--- src/rtl/lsu_pkg.sv ---
// Shared constants and types for the load/store unit: mem_op encodings,
// controller state codes, byte-enable patterns and the latched-op record.
package lsu_pkg;

    localparam int unsigned DATA_W = 32;
    localparam int unsigned BE_W   = DATA_W / 8;

    localparam logic [2:0] MEM_B  = 3'b000;
    localparam logic [2:0] MEM_H  = 3'b001;
    localparam logic [2:0] MEM_W  = 3'b010;
    localparam logic [2:0] MEM_BU = 3'b100;
    localparam logic [2:0] MEM_HU = 3'b101;

    localparam logic [1:0] LSU_IDLE = 2'd0;
    localparam logic [1:0] LSU_REQ  = 2'd1;
    localparam logic [1:0] LSU_RESP = 2'd2;
    localparam logic [1:0] LSU_DONE = 2'd3;

    localparam logic [BE_W-1:0] BE_BYTE = 4'b0001;
    localparam logic [BE_W-1:0] BE_HALF = 4'b0011;
    localparam logic [BE_W-1:0] BE_WORD = 4'b1111;

    // Access attributes kept for the whole transaction (response steering).
    typedef struct packed {
        logic       store;
        logic [2:0] op;
        logic [1:0] off;
    } lsu_op_t;

endpackage

--- src/rtl/lsu_if.sv ---
// Data-memory request/grant/response port between the LSU and data memory.
interface lsu_if
    import lsu_pkg::*;
#(
    parameter int unsigned ADDR_W = 32
);

    logic              dmem_req;
    logic              dmem_we;
    logic [ADDR_W-1:0] dmem_addr;
    logic [BE_W-1:0]   dmem_be;
    logic [DATA_W-1:0] dmem_wdata;
    logic              dmem_gnt;
    logic              dmem_rvalid;
    logic [DATA_W-1:0] dmem_rdata;

    modport master (
        output dmem_req, dmem_we, dmem_addr, dmem_be, dmem_wdata,
        input  dmem_gnt, dmem_rvalid, dmem_rdata
    );

    modport slave (
        input  dmem_req, dmem_we, dmem_addr, dmem_be, dmem_wdata,
        output dmem_gnt, dmem_rvalid, dmem_rdata
    );

endinterface

--- src/rtl/lsu_align.sv ---
// Combinational lane logic: byte enables, store replication and legality for
// the incoming access, plus lane extraction and extension of returned data.
module lsu_align
    import lsu_pkg::*;
(
    input  logic [2:0]        st_op,
    input  logic [1:0]        st_off,
    input  logic              st_store,
    input  logic [DATA_W-1:0] st_wdata,
    output logic [BE_W-1:0]   be,
    output logic [DATA_W-1:0] wdata_rep,
    output logic              legal,
    input  logic [2:0]        ld_op,
    input  logic [1:0]        ld_off,
    input  logic [DATA_W-1:0] rdata,
    output logic [DATA_W-1:0] rdata_ext
);

    logic        sext;
    logic [7:0]  ld_byte;
    logic [15:0] ld_half;

    // Enables and replicated data depend only on access size and offset.
    always_comb begin
        be        = BE_WORD;
        wdata_rep = st_wdata;
        case (st_op[1:0])
            2'b00: begin
                be        = BE_BYTE << st_off;
                wdata_rep = {4{st_wdata[7:0]}};
            end
            2'b01: begin
                be        = BE_HALF << {st_off[1], 1'b0};
                wdata_rep = {2{st_wdata[15:0]}};
            end
            default: begin
                be        = BE_WORD;
                wdata_rep = st_wdata;
            end
        endcase
    end

    // Unsigned variants exist for loads only.
    always_comb begin
        legal = 1'b1;
        case (st_op)
            MEM_B, MEM_BU: legal = 1'b1;
            MEM_H, MEM_HU: legal = ~st_off[0];
            MEM_W:         legal = (st_off == 2'b00);
            default:       legal = 1'b0;
        endcase
        if (st_store && st_op[2]) begin
            legal = 1'b0;
        end
    end

    always_comb begin
        sext      = ~ld_op[2];
        ld_byte   = rdata[{ld_off, 3'b000} +: 8];
        ld_half   = ld_off[1] ? rdata[31:16] : rdata[15:0];
        rdata_ext = rdata;
        case (ld_op[1:0])
            2'b00:   rdata_ext = {{24{sext & ld_byte[7]}}, ld_byte};
            2'b01:   rdata_ext = {{16{sext & ld_half[15]}}, ld_half};
            default: rdata_ext = rdata;
        endcase
    end

endmodule

--- src/rtl/lsu_ctrl.sv ---
// Load/store controller: accepts a memory instruction from execute, runs one
// request/grant/response transaction on the data port and stalls the core.
module lsu_ctrl
    import lsu_pkg::*;
#(
    parameter int unsigned ADDR_W = 32
) (
    input  logic              clk,
    input  logic              rst_n,
    input  logic              start,
    input  logic              mem_w,
    input  logic              mem_to_reg,
    input  logic [2:0]        mem_op,
    input  logic [ADDR_W-1:0] addr,
    input  logic [DATA_W-1:0] wdata,
    output logic              stall,
    output logic              done,
    output logic              err,
    output logic [DATA_W-1:0] load_data,
    lsu_if.master             dmem
);

    logic [1:0]        state;
    logic [1:0]        next_state;
    lsu_op_t           op_q;
    logic              accept;
    logic              legal;
    logic [BE_W-1:0]   be_c;
    logic [DATA_W-1:0] wdata_rep;
    logic [DATA_W-1:0] rdata_ext;

    assign accept = (state == LSU_IDLE) && start && (mem_w || mem_to_reg);

    lsu_align u_align (
        .st_op     (mem_op),
        .st_off    (addr[1:0]),
        .st_store  (mem_w),
        .st_wdata  (wdata),
        .be        (be_c),
        .wdata_rep (wdata_rep),
        .legal     (legal),
        .ld_op     (op_q.op),
        .ld_off    (op_q.off),
        .rdata     (dmem.dmem_rdata),
        .rdata_ext (rdata_ext)
    );

    always_ff @(posedge clk or negedge rst_n) begin
        if (!rst_n) begin
            state <= LSU_IDLE;
        end else begin
            state <= next_state;
        end
    end

    // Illegal accesses skip the bus and report straight from IDLE.
    always_comb begin
        next_state = state;
        stall      = 1'b0;
        case (state)
            LSU_IDLE: begin
                if (accept) begin
                    stall      = 1'b1;
                    next_state = legal ? LSU_REQ : LSU_DONE;
                end
            end
            LSU_REQ: begin
                stall = 1'b1;
                if (dmem.dmem_gnt) begin
                    next_state = op_q.store ? LSU_DONE : LSU_RESP;
                end
            end
            LSU_RESP: begin
                stall = 1'b1;
                if (dmem.dmem_rvalid) begin
                    next_state = LSU_DONE;
                end
            end
            LSU_DONE: begin
                next_state = LSU_IDLE;
            end
        endcase
    end

    // Bus fields are loaded on entry to REQ and held until the grant.
    always_ff @(posedge clk or negedge rst_n) begin
        if (!rst_n) begin
            op_q            <= '0;
            done            <= 1'b0;
            err             <= 1'b0;
            load_data       <= '0;
            dmem.dmem_req   <= 1'b0;
            dmem.dmem_we    <= 1'b0;
            dmem.dmem_addr  <= '0;
            dmem.dmem_be    <= '0;
            dmem.dmem_wdata <= '0;
        end else begin
            done <= (next_state == LSU_DONE);
            err  <= accept && !legal;

            if (accept) begin
                op_q.store <= mem_w;
                op_q.op    <= mem_op;
                op_q.off   <= addr[1:0];
                if (legal) begin
                    dmem.dmem_req   <= 1'b1;
                    dmem.dmem_we    <= mem_w;
                    dmem.dmem_addr  <= {addr[ADDR_W-1:2], 2'b00};
                    dmem.dmem_be    <= be_c;
                    dmem.dmem_wdata <= wdata_rep;
                end
            end

            if ((state == LSU_REQ) && dmem.dmem_gnt) begin
                dmem.dmem_req   <= 1'b0;
                dmem.dmem_we    <= 1'b0;
                dmem.dmem_addr  <= '0;
                dmem.dmem_be    <= '0;
                dmem.dmem_wdata <= '0;
            end

            if ((state == LSU_RESP) && dmem.dmem_rvalid) begin
                load_data <= rdata_ext;
            end
        end
    end

endmodule

--- src/flat_wrapper.sv ---
// flat-port wrapper written by rule: the top's interface ports become plain ports
module lsu_ctrl_flat import lsu_pkg::*;
#(
    parameter int unsigned ADDR_W = 32
)
  (clk, rst_n, start, mem_w, mem_to_reg, mem_op, addr, wdata, stall, done, err, load_data, dmem_dmem_req, dmem_dmem_we, dmem_dmem_addr, dmem_dmem_be, dmem_dmem_wdata, dmem_dmem_gnt, dmem_dmem_rvalid, dmem_dmem_rdata);
  lsu_if #(.ADDR_W(ADDR_W)) dmem_i ();
  input  logic clk;
  input  logic rst_n;
  input  logic start;
  input  logic mem_w;
  input  logic mem_to_reg;
  input  logic [2:0] mem_op;
  input  logic [ADDR_W-1:0] addr;
  input  logic [DATA_W-1:0] wdata;
  output logic stall;
  output logic done;
  output logic err;
  output logic [DATA_W-1:0] load_data;
  output wire logic [$bits(dmem_i.dmem_req)-1:0] dmem_dmem_req;
  output wire logic [$bits(dmem_i.dmem_we)-1:0] dmem_dmem_we;
  output wire logic [$bits(dmem_i.dmem_addr)-1:0] dmem_dmem_addr;
  output wire logic [$bits(dmem_i.dmem_be)-1:0] dmem_dmem_be;
  output wire logic [$bits(dmem_i.dmem_wdata)-1:0] dmem_dmem_wdata;
  input wire logic [$bits(dmem_i.dmem_gnt)-1:0] dmem_dmem_gnt;
  input wire logic [$bits(dmem_i.dmem_rvalid)-1:0] dmem_dmem_rvalid;
  input wire logic [$bits(dmem_i.dmem_rdata)-1:0] dmem_dmem_rdata;
  assign dmem_dmem_req = dmem_i.dmem_req;
  assign dmem_dmem_we = dmem_i.dmem_we;
  assign dmem_dmem_addr = dmem_i.dmem_addr;
  assign dmem_dmem_be = dmem_i.dmem_be;
  assign dmem_dmem_wdata = dmem_i.dmem_wdata;
  assign dmem_i.dmem_gnt = dmem_dmem_gnt;
  assign dmem_i.dmem_rvalid = dmem_dmem_rvalid;
  assign dmem_i.dmem_rdata = dmem_dmem_rdata;
  lsu_ctrl #(.ADDR_W(ADDR_W)) u_core (.clk(clk), .rst_n(rst_n), .start(start), .mem_w(mem_w), .mem_to_reg(mem_to_reg), .mem_op(mem_op), .addr(addr), .wdata(wdata), .stall(stall), .done(done), .err(err), .load_data(load_data), .dmem(dmem_i));
endmodule
--- config.mk ---
export PLATFORM = sky130hd
export DESIGN_NAME = lsu_ctrl_flat
export DESIGN_NICKNAME = d
export VERILOG_FILES = /design/src/rtl/lsu_pkg.sv /design/src/rtl/lsu_if.sv /design/src/rtl/lsu_align.sv /design/src/rtl/lsu_ctrl.sv /design/src/flat_wrapper.sv
export SDC_FILE = /design/constraint.sdc
export NUM_CORES = 1
export LEC_CHECK = 0
export CAP_MARGIN = 20
export CORE_ASPECT_RATIO = 0.6
export CORE_UTILIZATION = 35
export CTS_BUF_LIST = sky130_fd_sc_hd__clkbuf_8
export CTS_CLUSTER_DIAMETER = 200
export DETAILED_ROUTE_END_ITERATION = 7
export PLACE_DENSITY = 0.65
export RECOVER_POWER = 50
export SYNTH_ARGS = -nofsm -noshare
export SYNTH_HDL_FRONTEND = slang
export SYNTH_SLANG_ARGS = --single-unit
--- constraint.sdc ---
create_clock -name clk -period 3.1 [get_ports clk]
set_input_delay 0.465 -clock clk [delete_from_list [all_inputs] [get_ports clk]]
set_output_delay 0.465 -clock clk [all_outputs]
set_load 0.05 [all_outputs]
==> run metrics, run 1 <==
Post-CTS Setup Repair Bufs=0; worst setup path startpoint=addr[1]; ANT nets after route=0; reg2reg end=u_core.dmem.dmem_wdata[5]$_DFFE_PN0P_; met2 WL post-DR=between 7 and 8 mm; chip height=around 100 microns; maximum count of clock buffers along a single path=2; number of instances in the synthesized netlist=567; quantity of hold-fixing buffers added after cts=0; kind of start point of the critical path=input pin; violated checks=capacitance limit, slew limit; accumulated negative setup slack=0 ns; sinks on the clock net=between 100 and 150; mean instance size in the synthesized netlist=between 9 and 10 sq um; Final period util=76.4%; signal arrival time at the worst endpoint=roughly 2.6 ns; post-cts gate resize count=0; remaining max-slew budget at the tightest pin=-46.2%; source-to-sink clock delay at the later pin of the worst-skew pair=between 0.3 and 0.4 ns; post-DR vias/cell=slightly above 5; Tot GR Track Use=21.5%; total vias in the final route=roughly 5000; iteration count of the initial detailed-routing pass=5; maximum frequency from static timing analysis=around 420 MHz; routability congestion estimate from global placement=around 0.85; fin util=a little over half; final number of setup-violating endpoints=0; worst hold slack after final layout=between 0.5 and 0.6 ns; placed wire-length estimate=about 12 mm; cell taking the most area after synthesis=sky130_fd_sc_hd__dfrtp_1; row cnt=34; proportion of register bits with asynchronous set or reset after synthesis=between 90% and 100%; ANT cells=0; critical path endpoint category=register; launch point of the worst reg-to-reg path=u_core.state[0]$_DFF_PN0_; hold violation count in the final report=0; Max Used Layer=met4; crit path time final=2.37 ns; number of enable flip-flop cells after synthesis=0; max-capacitance violation count=1; total met3 wirelength after detailed routing=between 1 and 1.5 mm; most numerous cell in the Yosys netlist=sky130_fd_sc_hd__nand2_1; NumNets Final=between 800 and 900; clock tree from TritonCTS=yes; Syn Std Cell Area=about 5300 sq um; floorplan die area=15700 sq um; most common flop cell mapped by yosys=sky130_fd_sc_hd__dfrtp_1; ranking of synthesized cells by area=sky130_fd_sc_hd__dfrtp_1 52%, sky130_fd_sc_hd__nand2_1 8.9%, sky130_fd_sc_hd__a21oi_1 6.3%; total overflow reported by the global router=0; beginning of the worst hold path=u_core.load_data[16]$_DFFE_PN0P_; total detailed-routing wirelength=roughly 17 mm; actual slew at the worst max-slew pin=~2.2 ns; initial detailed-routing violation count=357; area of all placed cells without fillers=7750 sq um; clock tree skew after final layout=roughly 0.016 ns; fraction of the yosys area taken by sequential cells=51.8%; CTS Buf Count=9; wire length on met1=between 7 and 8 mm; worst-path fanout max=approximately 60; drc violations=0; reg-to-reg setup timing slack=0.91 ns; clock tree root driver cell=sky130_fd_sc_hd__clkbuf_8; worst r2r path cells=8; count of H-tree levels built during CTS=3; Static Leakage=between 0.003 and 0.004 uW; share of post-route cells with drive strength above 1=just under 6%; most frequent cells after synthesis=126 x sky130_fd_sc_hd__nand2_1, 110 x sky130_fd_sc_hd__dfrtp_1, 67 x sky130_fd_sc_hd__a21oi_1; largest net degree at the start of global routing=~70; core box area=roughly 15000 sq um; number of ports placed on the die boundary=approximately 210; path type of the worst setup path=in -> reg; growth of design area from synthesis to finish=45.7%; register bit count reported by yosys=110; number of global-route vias before repair=4781; Wirelength per Cell=17.4 microns; worst min path class=reg -> reg; yosys warns=0; result of the run=finished with violations; maximum VDD drop=about 0.48 mV; total of buffers placed on input and output ports=208; worst setup path endpoint=u_core.dmem.dmem_wdata[21]$_DFFE_PN0P_; share of the synthesized area in the top cell type=about half; Netlist cell types=41; cell area reported after detailed placement=7550 sq um; antenna violations before repair=0; Die Span X=161 microns; wire length of the first global-routing pass=~27 mm; starting density of the core=a little over a third; PD cells=between 1000 and 1500 nW/um^2; fin. max-slew vios=40; RSZ-0062 raised after global routing=no; Critical Path RT=around 3.4 ns; CTS clock-pin slew for the worst setup and hold paths=roughly 0.1 ns
-- cells by family (layout without fill, tap and decap cells) --
group | Yosys count | after routing | synth area share (%)
simple gates | 211 | 211 | 16.2
compound gates | 142 | 142 | 16.2
flops | 110 | 110 | 51.8
buf+inv | 52 | 241 | 4.47
mux | 46 | 46 | 10.1
fa+ha+maj | 5 | 5 | 1.18
other cells | 1 | 2 | 0.0705
-- flip-flops by register name, summed over array words and instances, names as in the netlist --
signal and cells:
u_core.state 2, u_core.dmem.dmem_we 1, u_core.dmem.dmem_wdata 32, u_core.dmem.dmem_be 4
u_core.load_data 32, u_core.done 1, u_core.dmem.dmem_addr 30, u_core.err 1
u_core.dmem.dmem_req 1, u_core.op_q 6
-- area by class of cell --
type	instances	area, sq um
Fill cell	1339	6930
Sequential cell	110	2750
Multi-Input combinational cell	406	2320
Timing Repair Buffer	220	2190
Tap cell	198	248
Clock buffer	9	124
Clock inverter	6	95.1
Inverter	6	22.5
-- worst max-delay path, stage by stage --
cell	delay, ns
sky130_fd_sc_hd__dlygate4sd3_1	0.61
sky130_fd_sc_hd__or4_1	0.57
sky130_fd_sc_hd__a21oi_1	0.36
sky130_fd_sc_hd__buf_12	0.30
sky130_fd_sc_hd__nor2_1	0.07
sky130_fd_sc_hd__a211oi_1	0.24
-- cells in the final DEF, fill, tap and decap left out, types with 3 or more instances in the layout --
master                              n
sky130_fd_sc_hd__mux4_2             5
sky130_fd_sc_hd__clkinv_4           3
sky130_fd_sc_hd__a21oi_1           68
sky130_fd_sc_hd__nand3_1           16
sky130_fd_sc_hd__mux2_2            10
sky130_fd_sc_hd__nor2b_1            4
sky130_fd_sc_hd__dfrtp_1          110
sky130_fd_sc_hd__dlygate4sd3_1     35
sky130_fd_sc_hd__clkbuf_8           9
sky130_fd_sc_hd__o211ai_1           3
sky130_fd_sc_hd__mux2i_1           31
sky130_fd_sc_hd__nor3_1             4
sky130_fd_sc_hd__clkdlybuf4s50_1  171
sky130_fd_sc_hd__nand2_1          126
sky130_fd_sc_hd__ha_1               5
sky130_fd_sc_hd__inv_1              6
sky130_fd_sc_hd__o2bb2ai_1          5
sky130_fd_sc_hd__a211oi_1          19
sky130_fd_sc_hd__nor2_1            50
sky130_fd_sc_hd__o21ai_0           28
sky130_fd_sc_hd__a221oi_1           6
sky130_fd_sc_hd__buf_4             10
-- metrics by stage --
| step | setup slack, ns | power, uW | std cells |
|---|---|---|---|
| 2_1_floorplan | 0.795 | 6140 | 568 |
| 3_3_place_gp | 0.570 | 7970 | 940 |
| 3_5_place_dp | 0.517 | 8060 | 940 |
| 4_1_cts | 0.767 | 9050 | 955 |
| 5_1_grt | 0.606 | 9400 | 955 |
| 6_report | 0.730 | 8910 | 955 |
-- metal layers --
metal | GRT usage, % | vias to the layer above
li1 | - | 2324
met1 | 32.3 | 2340
met2 | 30.8 | 181
met3 | 5.85 | 15
met4 | 4.35 | 0
met5 | 0 | -
-- worst min-delay path by stage --
stage,endpoint,cells past startpoint
after global placement,u_core.load_data[17]$_DFFE_PN0P_,1
after CTS,u_core.dmem.dmem_req$_DFFE_PN0P_,1
after global routing,u_core.load_data[7]$_DFFE_PN0P_,2
after detailed placement,u_core.load_data[7]$_DFFE_PN0P_,2
final,u_core.load_data[16]$_DFFE_PN0P_,2
after floorplan,u_core.dmem.dmem_addr[10]$_DFFE_PN0P_,0
-- where the power goes --
group | switching [uW] | internal (uW) | leakage (uW) | total, uW
Sequential | 457 | 2110 | 0.00140 | 2570
Combinational | 3590 | 1780 | 0.00178 | 5370
Clock | 510 | 459 | 0.000110 | 969
Total | 4560 | 4350 | 0.00329 | 8910
No activity file was read; power rests on OpenSTA's default activity.
==> run 2, diff against run 1 <==
--- a/config.mk
+++ b/config.mk
@@ -11,7 +11,7 @@
 export CTS_BUF_LIST = sky130_fd_sc_hd__clkbuf_8
 export CTS_CLUSTER_DIAMETER = 200
 export DETAILED_ROUTE_END_ITERATION = 7
-export PLACE_DENSITY = 0.65
+export PLACE_DENSITY = 0.67
 export RECOVER_POWER = 50
 export SYNTH_ARGS = -nofsm -noshare
 export SYNTH_HDL_FRONTEND = slang
==> constraint.sdc (replaced) <==
create_clock -name clk -period 1.9 [get_ports clk]
set_input_delay 0.285 -clock clk [delete_from_list [all_inputs] [get_ports clk]]
set_output_delay 0.285 -clock clk [all_outputs]
set_load 0.05 [all_outputs]
==> run metrics, run 2 (synthesized netlist as in run 1, its figures left out) <==
slowest library cell on the worst path=sky130_fd_sc_hd__clkdlybuf4s50_1; clock tree root driver cell=sky130_fd_sc_hd__clkbuf_8; commonest cells after routing, fill and taps aside=169 x sky130_fd_sc_hd__clkdlybuf4s50_1, 126 x sky130_fd_sc_hd__nand2_1, 110 x sky130_fd_sc_hd__dfrtp_1; chip height=97.5 microns (unchanged); kind of start point of the critical path=register; starting density of the core=36.2% (unchanged); sinks on the clock net=110 (unchanged); total detailed-routing wirelength=17.5 mm (+5.3%); total vias in the final route=5065 (+4.2%); Static Leakage=0.00337 uW (+2.4%); floorplan die area=15700 sq um (unchanged); growth of design area from synthesis to finish=49.8%; clock tree from TritonCTS=yes; final number of setup-violating endpoints=0 (unchanged); antenna violations before repair=0 (unchanged); worst setup path startpoint=u_core.dmem.dmem_wdata[18]$_DFFE_PN0P_; worst-path fanout max=2 (-97%); routability congestion estimate from global placement=0.904 (+6.8%); CTS clock-pin slew for the worst setup and hold paths=0.11 ns (about the same); crit path time final=roughly 1.9 ns; Wirelength per Cell=17.6 microns (+1.0%); worst min path class=in -> reg; critical path cell sequence=clkdlybuf4s50_1; drc violations=0 (unchanged); share of post-route cells with drive strength above 1=12.4% (+6.5 points); top cell family by delay on the critical path=buffers and inverters; total of buffers placed on input and output ports=208 (unchanged); count of H-tree levels built during CTS=3 (unchanged); area of all placed cells without fillers=7960 sq um (+2.8%); ANT nets after route=0 (unchanged); number of global-route vias before repair=5030 (+5.2%); Max stage delay on crit path=0.84 ns (+0.23 ns); largest net degree at the start of global routing=69 (-4.2%); clock tree skew after final layout=0.00973 ns (-0.00646 ns); hold violation count in the final report=0 (unchanged); core box area=14700 sq um (unchanged); Critical Path RT=1.62 ns (-1.75 ns); signal arrival time at the worst endpoint=1.58 ns (-1.06 ns); iteration count of the initial detailed-routing pass=5 (unchanged); maximum VDD drop=1.03 mV (+110%); critical path endpoint category=output pin; ANT cells=0 (unchanged); fin. max-slew vios=0 (-100%); remaining max-slew budget at the tightest pin=52.3% (+98 points); path type of the worst setup path=reg -> out; row cnt=34 (unchanged); maximum frequency from static timing analysis=536 MHz; actual slew at the worst max-slew pin=0.716 ns (-1.48 ns); CTS Buf Count=9 (unchanged); max-capacitance violation count=0 (-1); Tot GR Track Use=21.9% (+0.34 points); maximum count of clock buffers along a single path=2 (unchanged); initial detailed-routing violation count=270 (-24%); PD cells=1820 nW/um^2 (+58%); wire length of the first global-routing pass=26.9 mm (+0.72%); number of ports placed on the die boundary=211 (unchanged); beginning of the worst hold path=addr[19]; post-DR vias/cell=5.09 (about the same); cell count after placement=969 (+3.1%); number of standard cells in the final layout excluding fillers=996 (+4.3%); launch point of the worst reg-to-reg path=u_core.state[1]$_DFF_PN0_; total power=14500 uW (+63%); placed wire-length estimate=12.8 mm (+7.1%); source-to-sink clock delay at the later pin of the worst-skew pair=0.37 ns (about the same); most frequent standard cell in the layout excluding fill and tap cells=sky130_fd_sc_hd__clkdlybuf4s50_1; Final period util=a little over nine tenths; cell area reported after detailed placement=7800 sq um (+3.4%); Die Span X=161 microns (unchanged); fin util=54.3% (+1.5 points); count of buffer and inverter cells on the critical path=1 (-1); total overflow reported by the global router=0 (unchanged); result of the run=finished clean; NumNets Final=904 (+4.6%); largest registers ranked by flip-flop count=u_core.dmem.dmem_wdata (32), u_core.load_data (32), u_core.dmem.dmem_addr (30)
run 2: cell count changes in the layout (fill, tap and decap cells not counted), moves of 4 or more:
cell and change:
sky130_fd_sc_hd__a211oi_1 -6, sky130_fd_sc_hd__a211oi_2 +6, sky130_fd_sc_hd__buf_12 +4, sky130_fd_sc_hd__buf_4 +26
sky130_fd_sc_hd__buf_6 +5, sky130_fd_sc_hd__clkbuf_1 +36, sky130_fd_sc_hd__dlygate4sd3_1 -34
run 2: where the power goes:
group | total [uW] | internal, uW | switching, uW | leakage (uW)
clock | 1420 | 605 | 813 | 0.000105
combinational | 8970 | 2880 | 6090 | 0.00186
sequential | 4100 | 3450 | 658 | 0.00140
total | 14500 | 6930 | 7560 | 0.00337
run 2: layout make-up:
cell class | instances | area (sq um)
Clock buffer | 12 | 165
Inverter | 6 | 22.5
Sequential cell | 110 | 2750
Multi-Input combinational cell | 406 | 2380
Timing Repair Buffer | 260 | 2360
Tap cell | 198 | 248
Clock inverter | 4 | 37.5
Fill cell | 1345 | 6710
run 2: timing repair:
item	4_1_cts	5_1_grt
endpoints found under the setup margin	2	83
buffers inserted	3	5
pin swaps	0	3
hold endpoints to repair	21	0
resized for setup	4	37
hold buffers	1	0
gates cloned	0	3
run 2: routing by layer:
metal  vias up  GRT usage (%)  share of wire, %
met5         -              0                 0
li1       2399              -                 -
met2       185           33.5                44
met1      2461           30.9                47
met3        20           5.85               7.2
met4         0           4.86               1.3
run 2: through the flow:
step / TNS [ns] / hold WS (ns) / setup slack (ns)
3_5_place_dp: -13.03 / 0.220 / -0.278
5_1_grt: -0.00177 / 0.433 / -0.00177
2_1_floorplan: 0 / -0.0106 / 0.0829
6_report: 0 / 0.451 / 0.0352
3_3_place_gp: -10.20 / 0.219 / -0.203
4_1_cts: 0 / 0.354 / 0.00219
run 2: worst paths after layout:
path                                                           to  slack, ns  cells past startpoint
setup / recovery                              dmem_dmem_wdata[18]       0.04                      1
hold / removal              u_core.dmem.dmem_addr[19]$_DFFE_PN0P_       0.45                      3
setup reg to reg           u_core.dmem.dmem_wdata[11]$_DFFE_PN0P_       0.09                      9
hold reg to reg                        u_core.op_q[5]$_DFFE_PN0P_       0.51                      1
max in group asynchronous  u_core.dmem.dmem_wdata[21]$_DFFE_PN0P_       0.27                      3
min in group asynchronous         u_core.load_data[5]$_DFFE_PN0P_       0.48                      2
run 2: worst reg2reg max path, cell delays in order (launching register included):
cell and delay, ns:
sky130_fd_sc_hd__dfrtp_1 0.40, sky130_fd_sc_hd__inv_2 0.08, sky130_fd_sc_hd__ha_1 0.16, sky130_fd_sc_hd__o211ai_1 0.15, sky130_fd_sc_hd__buf_4 0.21, sky130_fd_sc_hd__a21oi_4 0.18
sky130_fd_sc_hd__buf_6 0.14, sky130_fd_sc_hd__clkbuf_16 0.16, sky130_fd_sc_hd__nor2_1 0.05, sky130_fd_sc_hd__a211oi_1 0.19
==> run 3, diff against run 2 <==
--- a/config.mk
+++ b/config.mk
@@ -13,6 +13,7 @@
 export DETAILED_ROUTE_END_ITERATION = 7
 export PLACE_DENSITY = 0.67
 export RECOVER_POWER = 50
+export SKIP_CTS_REPAIR_TIMING = 1
 export SYNTH_ARGS = -nofsm -noshare
 export SYNTH_HDL_FRONTEND = slang
 export SYNTH_SLANG_ARGS = --single-unit
==> run metrics, run 3 (synthesized netlist as in run 1, its figures left out) <==
result of the run=finished with violations; violated checks=setup timing; post-DR vias/cell=5.11 (+0.50%); maximum VDD drop=1.03 mV (about the same); clock tree from TritonCTS=yes; source-to-sink clock delay at the later pin of the worst-skew pair=0.37 ns (about the same); growth of design area from synthesis to finish=52.4%; total vias in the final route=5070 (+0.099%); antenna violations before repair=0 (unchanged); most frequent standard cell in the layout excluding fill and tap cells=sky130_fd_sc_hd__clkdlybuf4s50_1; total detailed-routing wirelength=17.2 mm (-1.9%); clock tree skew after final layout=0.00835 ns (-0.00137 ns); NumNets Final=900 (-0.44%); worst-path fanout max=6 (+4); routability congestion estimate from global placement=0.904 (unchanged); drc violations=0 (unchanged); row cnt=34 (unchanged); signal arrival time at the worst endpoint=1.63 ns (+0.05 ns); largest net degree at the start of global routing=69 (unchanged); maximum frequency from static timing analysis=522 MHz (-2.7%); worst min path class=in -> reg; sinks on the clock net=110 (unchanged); path type of the worst setup path=reg -> out; PD cells=1820 nW/um^2 (about the same); Static Leakage=0.00372 uW (+10%); placed wire-length estimate=12.8 mm (unchanged); ANT nets after route=0 (unchanged); CTS Buf Count=9 (unchanged); Critical Path RT=1.62 ns (about the same); launch point of the worst reg-to-reg path=u_core.state[1]$_DFF_PN0_; starting density of the core=36.2% (unchanged); post-placement worst setup slack=-0.278 ns (unchanged); total overflow reported by the global router=0 (unchanged); ANT cells=0 (unchanged); critical path endpoint category=output pin; Max stage delay on crit path=0.43 ns (-0.41 ns); Final period util=101% (+2.7 points); hold violation count in the final report=0 (unchanged); number of ports placed on the die boundary=211 (unchanged); critical path cell sequence=inv_2, ha_4, o211ai_1, buf_4, a21oi_2, buf_6; RSZ-0062 raised after global routing=yes; Tot GR Track Use=21.8% (-0.10 points); count of H-tree levels built during CTS=3 (unchanged); Wirelength per Cell=17.3 microns (-1.5%); count of buffer and inverter cells on the critical path=3 (+2); wire length of the first global-routing pass=26.8 mm (-0.41%); total of buffers placed on input and output ports=208 (unchanged); CTS clock-pin slew for the worst setup and hold paths=0.10 ns (about the same); max-capacitance violation count=0 (unchanged); crit path time final=1.92 ns (+0.0510 ns); minimum setup slack in the final design=-0.0158 ns (-0.0510 ns); top cell family by delay on the critical path=buffers and inverters; worst hold slack after final layout=0.452 ns (+0.00136 ns); actual slew at the worst max-slew pin=0.712 ns (-0.00412 ns); remaining max-slew budget at the tightest pin=52.6% (+0.27 points); beginning of the worst hold path=addr[19]; worst setup path startpoint=u_core.state[1]$_DFF_PN0_; maximum count of clock buffers along a single path=2 (unchanged); core box area=14700 sq um (unchanged); fin. max-slew vios=0 (unchanged); share of post-route cells with drive strength above 1=11.1% (-1.3 points); slowest library cell on the worst path=sky130_fd_sc_hd__dfrtp_1; number of global-route vias before repair=4979 (-1.0%); commonest cells after routing, fill and taps aside=169 x sky130_fd_sc_hd__clkdlybuf4s50_1, 126 x sky130_fd_sc_hd__nand2_1, 110 x sky130_fd_sc_hd__dfrtp_1; final number of setup-violating endpoints=1 (+1); Die Span X=161 microns (unchanged); floorplan die area=15700 sq um (unchanged); iteration count of the initial detailed-routing pass=5 (unchanged); chip height=97.5 microns (unchanged); clock tree root driver cell=sky130_fd_sc_hd__clkbuf_8; kind of start point of the critical path=register; largest registers ranked by flip-flop count=u_core.dmem.dmem_wdata (32), u_core.load_data (32), u_core.dmem.dmem_addr (30); initial detailed-routing violation count=281 (+4.1%)
-- run 3: final timing paths --
path / slack, ns / cells after the start / to
max: -0.02 / 6 / stall
min: 0.45 / 3 / u_core.dmem.dmem_addr[19]$_DFFE_PN0P_
max reg2reg: 0.13 / 9 / u_core.dmem.dmem_wdata[7]$_DFFE_PN0P_
min reg2reg: 0.51 / 1 / u_core.op_q[5]$_DFFE_PN0P_
max in group asynchronous: 0.27 / 3 / u_core.dmem.dmem_be[3]$_DFFE_PN0P_
min in group asynchronous: 0.48 / 2 / u_core.load_data[28]$_DFFE_PN0P_
-- run 3: cell type report --
type	count	area [sq um]
inverter	6	22.5
tap	198	248
clock buffer	12	165
fill	1313	6580
sequential	110	2750
timing repair buffer	256	2520
clock inverter	4	37.5
multi-input combinational	406	2350
-- run 3: power by group --
group	total, uW	internal (uW)	leakage (uW)	switching [uW]
combinational	9210	3150	0.00221	6060
clock	1420	605	0.000105	813
sequential	4110	3450	0.00140	661
total	14700	7200	0.00372	7540
-- run 3: worst register-to-register path, cell delays in order (launching register included) --
cell	delay (ns)
sky130_fd_sc_hd__dfrtp_1	0.43
sky130_fd_sc_hd__inv_2	0.11
sky130_fd_sc_hd__ha_4	0.13
sky130_fd_sc_hd__o211ai_1	0.09
sky130_fd_sc_hd__buf_4	0.18
sky130_fd_sc_hd__a21oi_4	0.19
sky130_fd_sc_hd__buf_4	0.17
sky130_fd_sc_hd__clkbuf_16	0.20
sky130_fd_sc_hd__nand2_1	0.08
sky130_fd_sc_hd__a21oi_1	0.13
-- run 3: stage by stage --
step | cells | utilization, % | power (uW) | TNS, ns | cell area, sq um
4_1_cts | 985 | 54.5 | 14800 | -0.171 | 8010
3_5_place_dp | 969 | 53.2 | 13400 | -13.03 | 7800
2_1_floorplan | 568 | - | 10000 | 0 | 5330
6_report | 992 | 55.2 | 14700 | -0.0158 | 8100
3_3_place_gp | 969 | 53.2 | 13200 | -10.20 | 7800
5_1_grt | 992 | 55.2 | 15500 | -0.104 | 8100
-- run 3: layer usage --
metal | track usage, % | share of wire [%] | routed length [microns]
met1 | 30.9 | 47 | 8130
met2 | 33.2 | 45 | 7650
met3 | 5.85 | 7.1 | 1220
met4 | 4.57 | 0.87 | 150
met5 | 0 | 0 | 0
